**config.mk**
```make
export PLATFORM = sky130hd
export DESIGN_NAME = scan_seq_flat
export DESIGN_NICKNAME = d
export VERILOG_FILES = /design/src/rtl/scan_seq_pkg.sv /design/src/rtl/scan_seq_if.sv /design/src/rtl/scan_seq_cmp.sv /design/src/rtl/scan_seq.sv /design/src/flat_wrapper.sv
export SDC_FILE = /design/constraint.sdc
export NUM_CORES = 1
export LEC_CHECK = 0
export CORE_UTILIZATION = 40
export CTS_BUF_LIST = sky130_fd_sc_hd__clkbuf_4 sky130_fd_sc_hd__clkbuf_8
export CTS_CLUSTER_SIZE = 8
export DETAILED_ROUTE_END_ITERATION = 12
export GPL_TIMING_DRIVEN = 0
export PLACE_DENSITY = 0.68
export SLEW_MARGIN = 20
export SYNTH_ARGS = -nofsm -noshare
export SYNTH_HDL_FRONTEND = slang
export SYNTH_SLANG_ARGS = --single-unit
```
**constraint.sdc**
```tcl
create_clock -name clk -period 6.7 [get_ports clk]
set_clock_uncertainty 0.2 [all_clocks]
set_input_delay 1.005 -clock clk [delete_from_list [all_inputs] [get_ports clk]]
set_output_delay 1.005 -clock clk [all_outputs]
set_load 0.02 [all_outputs]
```
**src/rtl/scan_seq_pkg.sv**
```systemverilog
`default_nettype none
// ============================================================================
// Module   : scan_seq_pkg
// Brief    : Shared state encoding and default sizing for the scan sequencer.
// Revision : 1.0 - initial release
// ============================================================================
package scan_seq_pkg;

    localparam int c_DEF_NUM_CHAINS   = 4;
    localparam int c_DEF_CHAIN_LEN    = 16;
    localparam int c_DEF_NUM_PATTERNS = 8;
    localparam int c_DEF_CNT_W        = 16;

    typedef enum logic [2:0] {
        ST_IDLE    = 3'd0,
        ST_LOAD    = 3'd1,
        ST_CAPTURE = 3'd2,
        ST_SHIFT   = 3'd3,
        ST_FLUSH   = 3'd4,
        ST_DONE    = 3'd5
    } state_t;

    // Index width that never collapses to zero bits for degenerate sizes.
    function automatic int idx_width(input int n);
        return (n > 1) ? $clog2(n) : 1;
    endfunction

endpackage : scan_seq_pkg
`default_nettype wire

```
**src/rtl/scan_seq_if.sv**
```systemverilog
`default_nettype none
// ============================================================================
// Module   : scan_seq_if
// Brief    : Pattern stream and scan-chain bundle between source, sequencer and core.
// Revision : 1.0 - initial release
// ============================================================================
interface scan_seq_if
    import scan_seq_pkg::*;
#(
    parameter int NUM_CHAINS = c_DEF_NUM_CHAINS
);

    logic                  pat_valid;
    logic                  pat_ready;
    logic [NUM_CHAINS-1:0] pat_si;
    logic [NUM_CHAINS-1:0] pat_exp;
    logic [NUM_CHAINS-1:0] pat_mask;
    logic [NUM_CHAINS-1:0] scan_out;
    logic [NUM_CHAINS-1:0] scan_in;
    logic                  scan_en;
    logic                  chain_clk_en;

    // Pattern source plus core-under-test side.
    modport master (
        output pat_valid,
        output pat_si,
        output pat_exp,
        output pat_mask,
        output scan_out,
        input  pat_ready,
        input  scan_in,
        input  scan_en,
        input  chain_clk_en
    );

    // Sequencer side.
    modport slave (
        input  pat_valid,
        input  pat_si,
        input  pat_exp,
        input  pat_mask,
        input  scan_out,
        output pat_ready,
        output scan_in,
        output scan_en,
        output chain_clk_en
    );

endinterface : scan_seq_if
`default_nettype wire

```
**src/rtl/scan_seq_cmp.sv**
```systemverilog
`default_nettype none
// ============================================================================
// Module   : scan_cmp
// Brief    : Masked unload compare, saturating fail counter, first-fail capture.
// Revision : 1.0 - initial release
// ============================================================================
module scan_cmp
    import scan_seq_pkg::*;
#(
    parameter int NUM_CHAINS = c_DEF_NUM_CHAINS,
    parameter int CNT_W      = c_DEF_CNT_W,
    parameter int PAT_W      = 3,
    parameter int BIT_W      = 4
) (
    input  logic                  clk,
    input  logic                  reset,
    input  logic                  clear,
    input  logic                  cmp_en,
    input  logic [NUM_CHAINS-1:0] scan_out,
    input  logic [NUM_CHAINS-1:0] pat_exp,
    input  logic [NUM_CHAINS-1:0] pat_mask,
    input  logic [PAT_W-1:0]      pat_idx,
    input  logic [BIT_W-1:0]      bit_idx,
    output logic [CNT_W-1:0]      fail_cnt,
    output logic                  fail_seen,
    output logic [PAT_W-1:0]      first_fail_pat,
    output logic [BIT_W-1:0]      first_fail_bit
);

    logic [NUM_CHAINS-1:0] w_mismatch;
    logic                  w_fail;

    logic [CNT_W-1:0]      r_fail_cnt;
    logic                  r_fail_seen;
    logic [PAT_W-1:0]      r_first_pat;
    logic [BIT_W-1:0]      r_first_bit;

    assign w_mismatch = (scan_out ^ pat_exp) & ~pat_mask;
    assign w_fail     = cmp_en && (|w_mismatch);

    always_ff @(posedge clk or negedge reset) begin
        if (!reset) begin
            r_fail_cnt  <= '0;
            r_fail_seen <= 1'b0;
            r_first_pat <= '0;
            r_first_bit <= '0;
        end else if (clear) begin
            r_fail_cnt  <= '0;
            r_fail_seen <= 1'b0;
            r_first_pat <= '0;
            r_first_bit <= '0;
        end else if (w_fail) begin
            if (r_fail_cnt != {CNT_W{1'b1}}) begin
                r_fail_cnt <= r_fail_cnt + CNT_W'(1);
            end
            // Only the earliest failing beat of the run is recorded.
            if (!r_fail_seen) begin
                r_fail_seen <= 1'b1;
                r_first_pat <= pat_idx;
                r_first_bit <= bit_idx;
            end
        end
    end

    assign fail_cnt       = r_fail_cnt;
    assign fail_seen      = r_fail_seen;
    assign first_fail_pat = r_first_pat;
    assign first_fail_bit = r_first_bit;

endmodule : scan_cmp
`default_nettype wire

```
**src/rtl/scan_seq.sv**
```systemverilog
`default_nettype none
// ============================================================================
// Module   : scan_seq
// Brief    : Scan test sequencer: load, capture, shift/compare, flush per run.
// Revision : 1.0 - initial release
// ============================================================================
module scan_seq
    import scan_seq_pkg::*;
#(
    parameter  int NUM_CHAINS   = c_DEF_NUM_CHAINS,
    parameter  int CHAIN_LEN    = c_DEF_CHAIN_LEN,
    parameter  int NUM_PATTERNS = c_DEF_NUM_PATTERNS,
    parameter  int CNT_W        = c_DEF_CNT_W,
    localparam int PAT_W        = idx_width(NUM_PATTERNS),
    localparam int BIT_W        = idx_width(CHAIN_LEN)
) (
    input  logic             clk,
    input  logic             reset,
    input  logic             start,
    input  logic             abort,
    scan_seq_if.slave        bus,
    output logic             test_mode,
    output logic             busy,
    output logic             done,
    output logic [CNT_W-1:0] fail_cnt,
    output logic [PAT_W-1:0] first_fail_pat,
    output logic [BIT_W-1:0] first_fail_bit,
    output logic             fail_seen
);

    // Pattern counter must be able to hold NUM_PATTERNS itself.
    localparam int c_PCNT_W = $clog2(NUM_PATTERNS + 1);

    state_t                r_state;
    state_t                w_state_nxt;
    logic [c_PCNT_W-1:0]   r_pat_cnt;
    logic [BIT_W-1:0]      r_bit_cnt;

    logic                  w_shift_st;
    logic                  w_beat;
    logic                  w_last_bit;
    logic                  w_start;
    logic                  w_abort;
    logic                  w_cmp_en;
    logic [c_PCNT_W-1:0]   w_pat_inc;
    logic [c_PCNT_W-1:0]   w_pat_prev;
    logic [PAT_W-1:0]      w_pat_idx;

    assign w_start    = start && (r_state == ST_IDLE);
    assign w_abort    = abort && (r_state != ST_IDLE);
    assign w_last_bit = (r_bit_cnt == BIT_W'(CHAIN_LEN - 1));
    assign w_pat_inc  = r_pat_cnt + c_PCNT_W'(1);
    assign w_pat_prev = r_pat_cnt - c_PCNT_W'(1);
    assign w_pat_idx  = PAT_W'(w_pat_prev);

    always_ff @(posedge clk or negedge reset) begin
        if (!reset) begin
            r_state <= ST_IDLE;
        end else begin
            r_state <= w_state_nxt;
        end
    end

    always_comb begin
        w_shift_st       = 1'b0;
        w_beat           = 1'b0;
        w_cmp_en         = 1'b0;
        w_state_nxt      = r_state;
        bus.pat_ready    = 1'b0;
        bus.scan_en      = 1'b0;
        bus.scan_in      = '0;
        bus.chain_clk_en = 1'b0;
        busy             = (r_state != ST_IDLE);
        test_mode        = (r_state != ST_IDLE);
        done             = (r_state == ST_DONE);

        w_shift_st = (r_state == ST_LOAD) || (r_state == ST_SHIFT) ||
                     (r_state == ST_FLUSH);

        // Abort wins over a beat: the handshake is withheld that cycle.
        bus.pat_ready    = w_shift_st && !abort;
        w_beat           = bus.pat_valid && bus.pat_ready;
        w_cmp_en         = w_beat && ((r_state == ST_SHIFT) || (r_state == ST_FLUSH));
        bus.scan_en      = w_shift_st;
        bus.chain_clk_en = w_beat || (r_state == ST_CAPTURE);
        if ((r_state == ST_LOAD) || (r_state == ST_SHIFT)) begin
            bus.scan_in = bus.pat_si;
        end

        if (w_abort) begin
            w_state_nxt = ST_IDLE;
        end else begin
            case (r_state)
                ST_IDLE: begin
                    if (start) begin
                        w_state_nxt = ST_LOAD;
                    end
                end
                ST_LOAD: begin
                    if (w_beat && w_last_bit) begin
                        w_state_nxt = ST_CAPTURE;
                    end
                end
                ST_CAPTURE: begin
                    w_state_nxt = (w_pat_inc < c_PCNT_W'(NUM_PATTERNS)) ? ST_SHIFT : ST_FLUSH;
                end
                ST_SHIFT: begin
                    if (w_beat && w_last_bit) begin
                        w_state_nxt = ST_CAPTURE;
                    end
                end
                ST_FLUSH: begin
                    if (w_beat && w_last_bit) begin
                        w_state_nxt = ST_DONE;
                    end
                end
                ST_DONE: begin
                    w_state_nxt = ST_IDLE;
                end
                default: begin
                    w_state_nxt = ST_IDLE;
                end
            endcase
        end
    end

    always_ff @(posedge clk or negedge reset) begin
        if (!reset) begin
            r_pat_cnt <= '0;
            r_bit_cnt <= '0;
        end else if (w_start) begin
            r_pat_cnt <= '0;
            r_bit_cnt <= '0;
        end else if (!w_abort) begin
            if (w_beat) begin
                r_bit_cnt <= w_last_bit ? '0 : (r_bit_cnt + BIT_W'(1));
            end
            if (r_state == ST_CAPTURE) begin
                r_pat_cnt <= w_pat_inc;
            end
        end
    end

    // During unload, pat_cnt already points one past the pattern being unloaded.
    scan_cmp #(
        .NUM_CHAINS (NUM_CHAINS),
        .CNT_W      (CNT_W),
        .PAT_W      (PAT_W),
        .BIT_W      (BIT_W)
    ) u_cmp (
        .clk            (clk),
        .reset          (reset),
        .clear          (w_start),
        .cmp_en         (w_cmp_en),
        .scan_out       (bus.scan_out),
        .pat_exp        (bus.pat_exp),
        .pat_mask       (bus.pat_mask),
        .pat_idx        (w_pat_idx),
        .bit_idx        (r_bit_cnt),
        .fail_cnt       (fail_cnt),
        .fail_seen      (fail_seen),
        .first_fail_pat (first_fail_pat),
        .first_fail_bit (first_fail_bit)
    );

endmodule : scan_seq
`default_nettype wire

```
**src/flat_wrapper.sv**
```systemverilog
// flat-port wrapper written by rule: the top's interface ports become plain ports
module scan_seq_flat import scan_seq_pkg::*;
#(
    parameter  int NUM_CHAINS   = c_DEF_NUM_CHAINS,
    parameter  int CHAIN_LEN    = c_DEF_CHAIN_LEN,
    parameter  int NUM_PATTERNS = c_DEF_NUM_PATTERNS,
    parameter  int CNT_W        = c_DEF_CNT_W,
    localparam int PAT_W        = idx_width(NUM_PATTERNS),
    localparam int BIT_W        = idx_width(CHAIN_LEN)
)
  (clk, reset, start, abort, test_mode, busy, done, fail_cnt, first_fail_pat, first_fail_bit, fail_seen, bus_pat_valid, bus_pat_si, bus_pat_exp, bus_pat_mask, bus_scan_out, bus_pat_ready, bus_scan_in, bus_scan_en, bus_chain_clk_en);
  scan_seq_if #(.NUM_CHAINS(NUM_CHAINS)) bus_i ();
  input  logic clk;
  input  logic reset;
  input  logic start;
  input  logic abort;
  output logic test_mode;
  output logic busy;
  output logic done;
  output logic [CNT_W-1:0] fail_cnt;
  output logic [PAT_W-1:0] first_fail_pat;
  output logic [BIT_W-1:0] first_fail_bit;
  output logic fail_seen;
  input wire logic [$bits(bus_i.pat_valid)-1:0] bus_pat_valid;
  input wire logic [$bits(bus_i.pat_si)-1:0] bus_pat_si;
  input wire logic [$bits(bus_i.pat_exp)-1:0] bus_pat_exp;
  input wire logic [$bits(bus_i.pat_mask)-1:0] bus_pat_mask;
  input wire logic [$bits(bus_i.scan_out)-1:0] bus_scan_out;
  output wire logic [$bits(bus_i.pat_ready)-1:0] bus_pat_ready;
  output wire logic [$bits(bus_i.scan_in)-1:0] bus_scan_in;
  output wire logic [$bits(bus_i.scan_en)-1:0] bus_scan_en;
  output wire logic [$bits(bus_i.chain_clk_en)-1:0] bus_chain_clk_en;
  assign bus_i.pat_valid = bus_pat_valid;
  assign bus_i.pat_si = bus_pat_si;
  assign bus_i.pat_exp = bus_pat_exp;
  assign bus_i.pat_mask = bus_pat_mask;
  assign bus_i.scan_out = bus_scan_out;
  assign bus_pat_ready = bus_i.pat_ready;
  assign bus_scan_in = bus_i.scan_in;
  assign bus_scan_en = bus_i.scan_en;
  assign bus_chain_clk_en = bus_i.chain_clk_en;
  scan_seq #(.NUM_CHAINS(NUM_CHAINS), .CHAIN_LEN(CHAIN_LEN), .NUM_PATTERNS(NUM_PATTERNS), .CNT_W(CNT_W)) u_core (.clk(clk), .reset(reset), .start(start), .abort(abort), .bus(bus_i), .test_mode(test_mode), .busy(busy), .done(done), .fail_cnt(fail_cnt), .first_fail_pat(first_fail_pat), .first_fail_bit(first_fail_bit), .fail_seen(fail_seen));
endmodule
```
==> results of run 1 <==
==> metrics by stage <==
stage	hold WS, ns	util, %	instances
2_1_floorplan	0.2888	-	219
3_3_place_gp	0.3072	55.01	340
3_5_place_dp	0.3121	55.32	341
4_1_cts	0.3236	57.15	348
5_1_grt	0.3507	57.15	348
6_report	0.3186	57.15	348
==> state kept, by name, indices dropped and copies added (netlist names) <==
name	cells
u_core.r_pat_cnt	4
u_core.r_state	3
u_core.u_cmp.fail_cnt	16
u_core.u_cmp.fail_seen	1
u_core.u_cmp.first_fail_pat	3
u_core.u_cmp.first_fail_bit	4
u_core.r_bit_cnt	4
==> path summary, 6_finish.rpt <==
check / start / to / slack [ns]
setup / recovery: abort / bus_chain_clk_en / 2.62
hold reg to reg: u_core.u_cmp.fail_seen / u_core.u_cmp.fail_seen / 0.32
min in group asynchronous: reset / u_core.u_cmp.fail_cnt[8] / 0.37
hold / removal: u_core.u_cmp.fail_seen / u_core.u_cmp.fail_seen / 0.32
max in group asynchronous: reset / u_core.r_bit_cnt[0] / 5.53
setup reg to reg: u_core.u_cmp.fail_cnt[0] / u_core.u_cmp.fail_cnt[11] / 4.27
==> final cells by class <==
cell class | instances | share of cell area [%]
multi-input cells | 163 | 37.74
inverters | 9 | 1.235
clock inverters | 1 | 0.1830
well taps | 67 | 3.065
clock buffers | 6 | 3.019
plain buffers | 12 | 2.425
flip-flops and latches | 35 | 32.02
repair buffers | 55 | 20.31
==> cells in the final DEF, fill, tap and decap left out, drive strengths merged <==
master / count
nor2b: 1
nand4: 4
or3: 2
o22ai: 2
inv: 9
xnor2: 6
clkinv: 1
and3: 4
mux2i: 12
ha: 4
and2: 6
nand3: 16
or3b: 1
and4: 3
buf: 7
or4: 9
nor2: 10
nor3: 5
dfrtp: 35
nor4b: 1
xor2: 2
nand2: 27
clkdlybuf4s50: 53
clkbuf: 13
o21ai: 8
nand3b: 1
o31ai: 11
a311o: 1
o311ai: 3
o21a: 1
nand2b: 6
o2bb2ai: 1
a21oi: 16
==> kinds of logic after synthesis <==
kind of cell	count (synthesis)	share of synthesized area (%)
and+or+nand+nor	96	25.36
AOI/OAI and AO/OA	43	14.08
DFF	35	43.61
buffers and inverters	21	4.985
muxes	12	5.982
xor gates and xnor gates	8	3.489
adders and majority gates	4	2.492
==> routing by layer <==
layer	up-vias	share of wire, %	global-route usage [%]
li1	913	-	-
met1	885	45	23.92
met2	54	49	31.46
met3	6	4.6	4.696
met4	0	1.1	6.972
met5	-	0	0
==> power by group through the flow <==
| stage | registers, mW | logic, mW | clock network [mW] |
|---|---|---|---|
| final | 0.275 | 0.310 | 0.154 |
| after global routing | 0.280 | 0.344 | 0.168 |
| after CTS | 0.276 | 0.314 | 0.160 |
| after detailed placement | 0.280 | 0.312 | 0 |
| after global placement | 0.278 | 0.310 | 0 |
| after floorplan | 0.293 | 0.170 | 0 |
==> tightest hold or removal path, stage by stage (launching register included) <==
cell and delay (ns):
dfrtp_1 0.36, nor2_1 0.05, nor2_1 0.07
==> summary.txt, run 1 <==
Run status
  – Status: completed

Critical path
  – Startpoint Class: input pin
  – CP Cell Sequence: clkdlybuf4s50_1, a21oi_1, nand2_1, o21ai_0, clkdlybuf4s50_1
  – Crit end category: primary output
  – Cell mode on critical path: clkdlybuf4s50_1
  – Worst path max stage delay: around 0.63 ns
  – CP delay by family, top: buffers and inverters
  – Slowest CP cell: clkdlybuf4s50_1
  – CP Class: input pin to primary output
  – Worst EP arrival: about 2.9 ns
  – Critical path depth in cells: 5
  – Crit-path max FO: 6
  – Cells on worst reg2reg path: 7
  – WP data required: about 5.5 ns
  – Worst Path Buf+Inv: 2

Floorplanning
  – Width of the chip: around 73 um
  – Initial Utilization: 41.96%
  – Row count: 25
  – CORE AREA: ~4800 sq um
  – Die area: roughly 5300 sq um
  – Num ports: 55
  – Chip Height: 72.86 um

Routing
  – Routed vias: 1858
  – DRC Markers: 0
  – Initial drt markers: 132
  – Drt pass-1 iters: 4
  – Routed Antenna Nets: 0
  – Via density: 5.339
  – Wire per inst: 12.95 um
  – Routed WL: between 4000 and 5000 um

Placed design
  – Dpl hpwl: between 3000 and 4000 um
  – Pre-CTS setup slack: roughly 2.6 ns
  – Post-DP Area: 2648 sq um
  – Port Buffer Count: 54
  – Routability cong.: 0.7965

Power and ir drop
  – Clock power frac: 20.9%
  – Total Power: 0.7404 mW
  – Power Density: 270.7 nW/um^2
  – Combinational fraction of design power: 41.9%
  – Net Sw Frac: 37.04%
  – VDD IR max: about 0.17 mV
  – Reg power frac: a little under two fifths
  – Int Pwr: around 0.47 mW
  – Total leakage power: 1.147 nW
  – Psw: 0.2742 mW

Job
  – Max Cap Violations: 0

STA
  – Fin crit period: 4.079 ns
  – Total negative setup slack: 0 ns
  – Worst Tran Pin Value: 0.5463 ns
  – Final worst path period share: 60.88%
  – Worst slew margin: a little under two thirds
  – Final setup margin: 2.621 ns
  – Endpoints failing setup: 0
  – Unrepaired setup endpoints after global routing: no
  – Final Max Slew Viols: 0
  – Final hold violation count: 0
  – Fmax achieved: roughly 250 MHz

Logic synthesis
  – Area leader, netlist: dfrtp_1
  – EDFF count, synth: 0
  – Ranking of synthesized cells by area: dfrtp_1, mux2i_1, nand2_1, o31ai_1, nand3_1
  – Syn Nets: approximately 240
  – Post-synthesis sequential area ratio: 43.61%
  – Average cell area after synthesis: 9.170 sq um
  – Seq cells post-synth: 35
  – Cell count after synthesis: roughly 220
  – Post-synth top cells: dfrtp_1, nand2_1, nand3_1, a21oi_1, mux2i_1
  – Top_reg_cell synth: dfrtp_1
  – Synth cell types: 35
  – Post-synthesis async set-or-reset flop share: 100.0%
  – Most common cell in the netlist: dfrtp_1
  – Total number of yosys warnings: 0
  – Syn Std Cell Area: between 2000 and 2500 sq um
  – Yosys top cell area share: 43.61%

Global routing
  – Vias in the first global route: approximately 1700
  – Total gr overflow: 0
  – Pin count of the biggest net entering global routing: 28
  – Initial antenna violation count: 0
  – GRT Total Usage: between 10% and 20%
  – First-pass GRT wire length: 7714 um

Worst hold path
  – Hold path depth: 2
  – Hold Crit Class: flop to flop

Cells and area
  – Area grow syn2layout: 36.20%
  – Antenna diodes: 0
  – Final Cell Area: ~2700 sq um
  – Register Area: 875.8 sq um
  – Final nets: 306
  – Share of cells above drive strength 1: 6.050%
  – Multi-input logic area: 1032 sq um
  – Filler cells: 421

Clocking
  – CTS Hold Buffers Added: 0
  – CTS tree: built
  – Root Buffer: clkbuf_8
  – Worst-skew pair later-pin latency: 0.28 ns
  – CTS Buf Count: 5
  – Clk buf depth: 2
  – Sink Count: 35
  – Post-CTS resize count: 0
  – Reg clk slew, reported paths: about 0.070 ns
  – Setup Buffers After CTS: 0
  – H-tree Lvls: 2
No activity file was read; power rests on OpenSTA's default activity.
==> inputs of run 2 (changes only) <==
clock period = 3.9 ns   (was 6.7 ns; I/O delays follow)
==> run 2 against run 1 <==
  * Clock-buffer cell count is the same
  * Largest power group unchanged
  * Highest routed layer unchanged
  * Core utilization is 0.21 points higher
  * Cell count increased by 0.29%
  * Die area unchanged
  * Sequential share of layout area down 0.12 points
  * Non-clock buffer count up 1
  * Via count rose by 0.54%
  * Worst hold slack about the same
  * Sequential cell count did not move
  * Wire length grew 0.87%
==> summary.txt, run 2 (synthesis gave the netlist of run 1 again) <==
Critical path
  – Crit-path max FO: 9
  – CP delay by family, top: buffers and inverters
  – Worst Path Buf+Inv: 2
  – CP Cell Sequence: buf_6, or3b_4, a21oi_1, nand2_1, o21ai_0, clkdlybuf4s50_1
  – CP Class: flop to primary output
  – Worst path max stage delay: 0.63 ns
  – Worst EP arrival: about 2.6 ns
  – Crit end category: primary output
  – Slowest CP cell: clkdlybuf4s50_1
  – Startpoint Class: flop
  – WP data required: 3.12 ns

Power and ir drop
  – Total Power: 1.274 mW
  – Total leakage power: 1.151 nW
  – VDD IR max: 0.2878 mV
  – Power Density: 464.3 nW/um^2

Placed design
  – Routability cong.: 0.7965
  – Dpl hpwl: 3375 um
  – Port Buffer Count: between 50 and 60
  – Dpl cells: 341

STA
  – Total negative setup slack: 0 ns
  – Fin crit period: 3.418 ns
  – Final worst path period share: 87.65%
  – Worst Tran Pin Value: 0.5688 ns
  – Fmax achieved: 292.6 MHz
  – Final hold violation count: 0
  – Endpoints failing setup: 0
  – Final Max Slew Viols: 0
  – Unrepaired setup endpoints after global routing: no
  – Worst slew margin: a little over 60%

Global routing
  – Initial antenna violation count: 0
  – GRT Total Usage: between 10% and 20%
  – Met2 usage: 31.67%
  – Global routing's busiest layer: met2
  – GR Layer Usage met3: 4.696%
  – Grt met1 use: 23.92%
  – Pin count of the biggest net entering global routing: 28
  – First-pass GRT wire length: 7741 um
  – Vias in the first global route: between 1500 and 2000
  – Total gr overflow: 0

Job
  – Max Cap Violations: 0

Cells and area
  – Most frequent cells in the layout: clkdlybuf4s50_1, dfrtp_1, nand2_1
  – Area grow syn2layout: 36.70%
  – Share of cells above drive strength 1: ~6%
  – Commonest non-fill, non-tap cell in the layout: clkdlybuf4s50_1
  – Antenna diodes: 0
  – Final nets: 307
  – Max reg flops: 16
  – Post-Layout Cell Count: 349

Floorplanning
  – Chip Height: 72.86 um
  – Initial Utilization: a little over two fifths
  – Die area: 5308 sq um
  – CORE AREA: 4786 sq um
  – Row count: 25
  – Num ports: 55
  – Width of the chip: between 70 and 80 um

Clocking
  – H-tree Lvls: 2
  – Clk buf depth: 2
  – CTS Buf Count: 5
  – Sink Count: 35
  – CTS tree: built
  – Worst-skew pair later-pin latency: 0.28 ns
  – Reg clk slew, reported paths: 0.07 ns
  – Root Buffer: clkbuf_8

Routing
  – Via density: 5.352
  – Wire per inst: 13.02 um
  – Drt pass-1 iters: 4
  – Initial drt markers: 173
  – Routed vias: 1868
  – Routed Antenna Nets: 0
  – Routed WL: 4544 um
  – DRC Markers: 0

Worst hold path
  – Hold Crit Class: flop to flop

Run status
  – Status: completed
run 2: changes by cell type in the layout (fill, tap and decap cells not counted), sizes merged:
cell         before  now
dlygate4sd3       0    1
run 2: where the power goes:
part	leakage (nW)	total (mW)	internal [mW]	switching (mW)
clock	0.0470	0.266	0.139	0.128
sequential	0.481	0.473	0.421	0.0521
combinational	0.623	0.535	0.242	0.293
run 2: final timing paths:
check | startpoint | slack (ns) | to | cells past startpoint
worst max-delay path | u_core.r_state[1] | 0.48 | bus_chain_clk_en | 6
worst min-delay path | u_core.u_cmp.fail_seen | 0.32 | u_core.u_cmp.fail_seen | 2
worst max register to register | u_core.u_cmp.fail_cnt[0] | 1.47 | u_core.u_cmp.fail_cnt[11] | 7
worst min register to register | u_core.u_cmp.fail_seen | 0.32 | u_core.u_cmp.fail_seen | 2
max in group asynchronous | reset | 2.61 | u_core.r_bit_cnt[0] | 3
min in group asynchronous | reset | 0.49 | u_core.u_cmp.fail_cnt[8] | 2
run 2: area by class of cell:
| class | count | area [sq um] |
|---|---|---|
| clock inverters | 1 | 5.005 |
| well taps | 67 | 83.83 |
| clock buffers | 6 | 82.58 |
| fillers | 420 | 2041 |
| plain buffers | 12 | 66.31 |
| flip-flops and latches | 35 | 875.8 |
| repair buffers | 56 | 565.5 |
| multi-input cells | 163 | 1032 |
| inverters | 9 | 33.78 |
run 2: routing by layer:
layer / up-vias / part of all wire [%]
met3: 6 / 4.0
met2: 46 / 49
met4: 0 / 1.1
li1: 915 / -
met5: - / 0
met1: 901 / 46
run 2: what timing repair did:
action | in CTS | in global routing
gates resized for setup | 0 | 0
hold buffers | 1 | 0
endpoints found under the hold margin | 8 | 0
buffers inserted | 0 | 0
run 2: stage by stage:
| step | hold slack (ns) | worst slack [ns] | util (%) | cell area, sq um |
|---|---|---|---|---|
| 6_report | 0.3190 | 0.4818 | 57.36 | 2745 |
| 5_1_grt | 0.3507 | 0.2824 | 57.36 | 2745 |
| 4_1_cts | 0.3236 | 0.4613 | 57.36 | 2745 |
| 3_5_place_dp | 0.2572 | 0.6618 | 55.32 | 2648 |
| 3_3_place_gp | 0.3072 | 0.6401 | 55.01 | 2633 |
| 2_1_floorplan | 0.08941 | 1.194 | - | 2008 |
run 2: tightest hold or removal path, delay by kind of cell (launching register included):
| kind | cells | cell delay, ns |
|---|---|---|
| flops | 1 | 0.36 |
| simple gates | 2 | 0.12 |
==> inputs of run 3 (changes only) <==
GPL_ROUTABILITY_DRIVEN = 1   (was default)
HOLD_SLACK_MARGIN = 0.08   (was default)
==> results of run 3 <==
Final layout, timing and power as in run 2 (identical DEF).
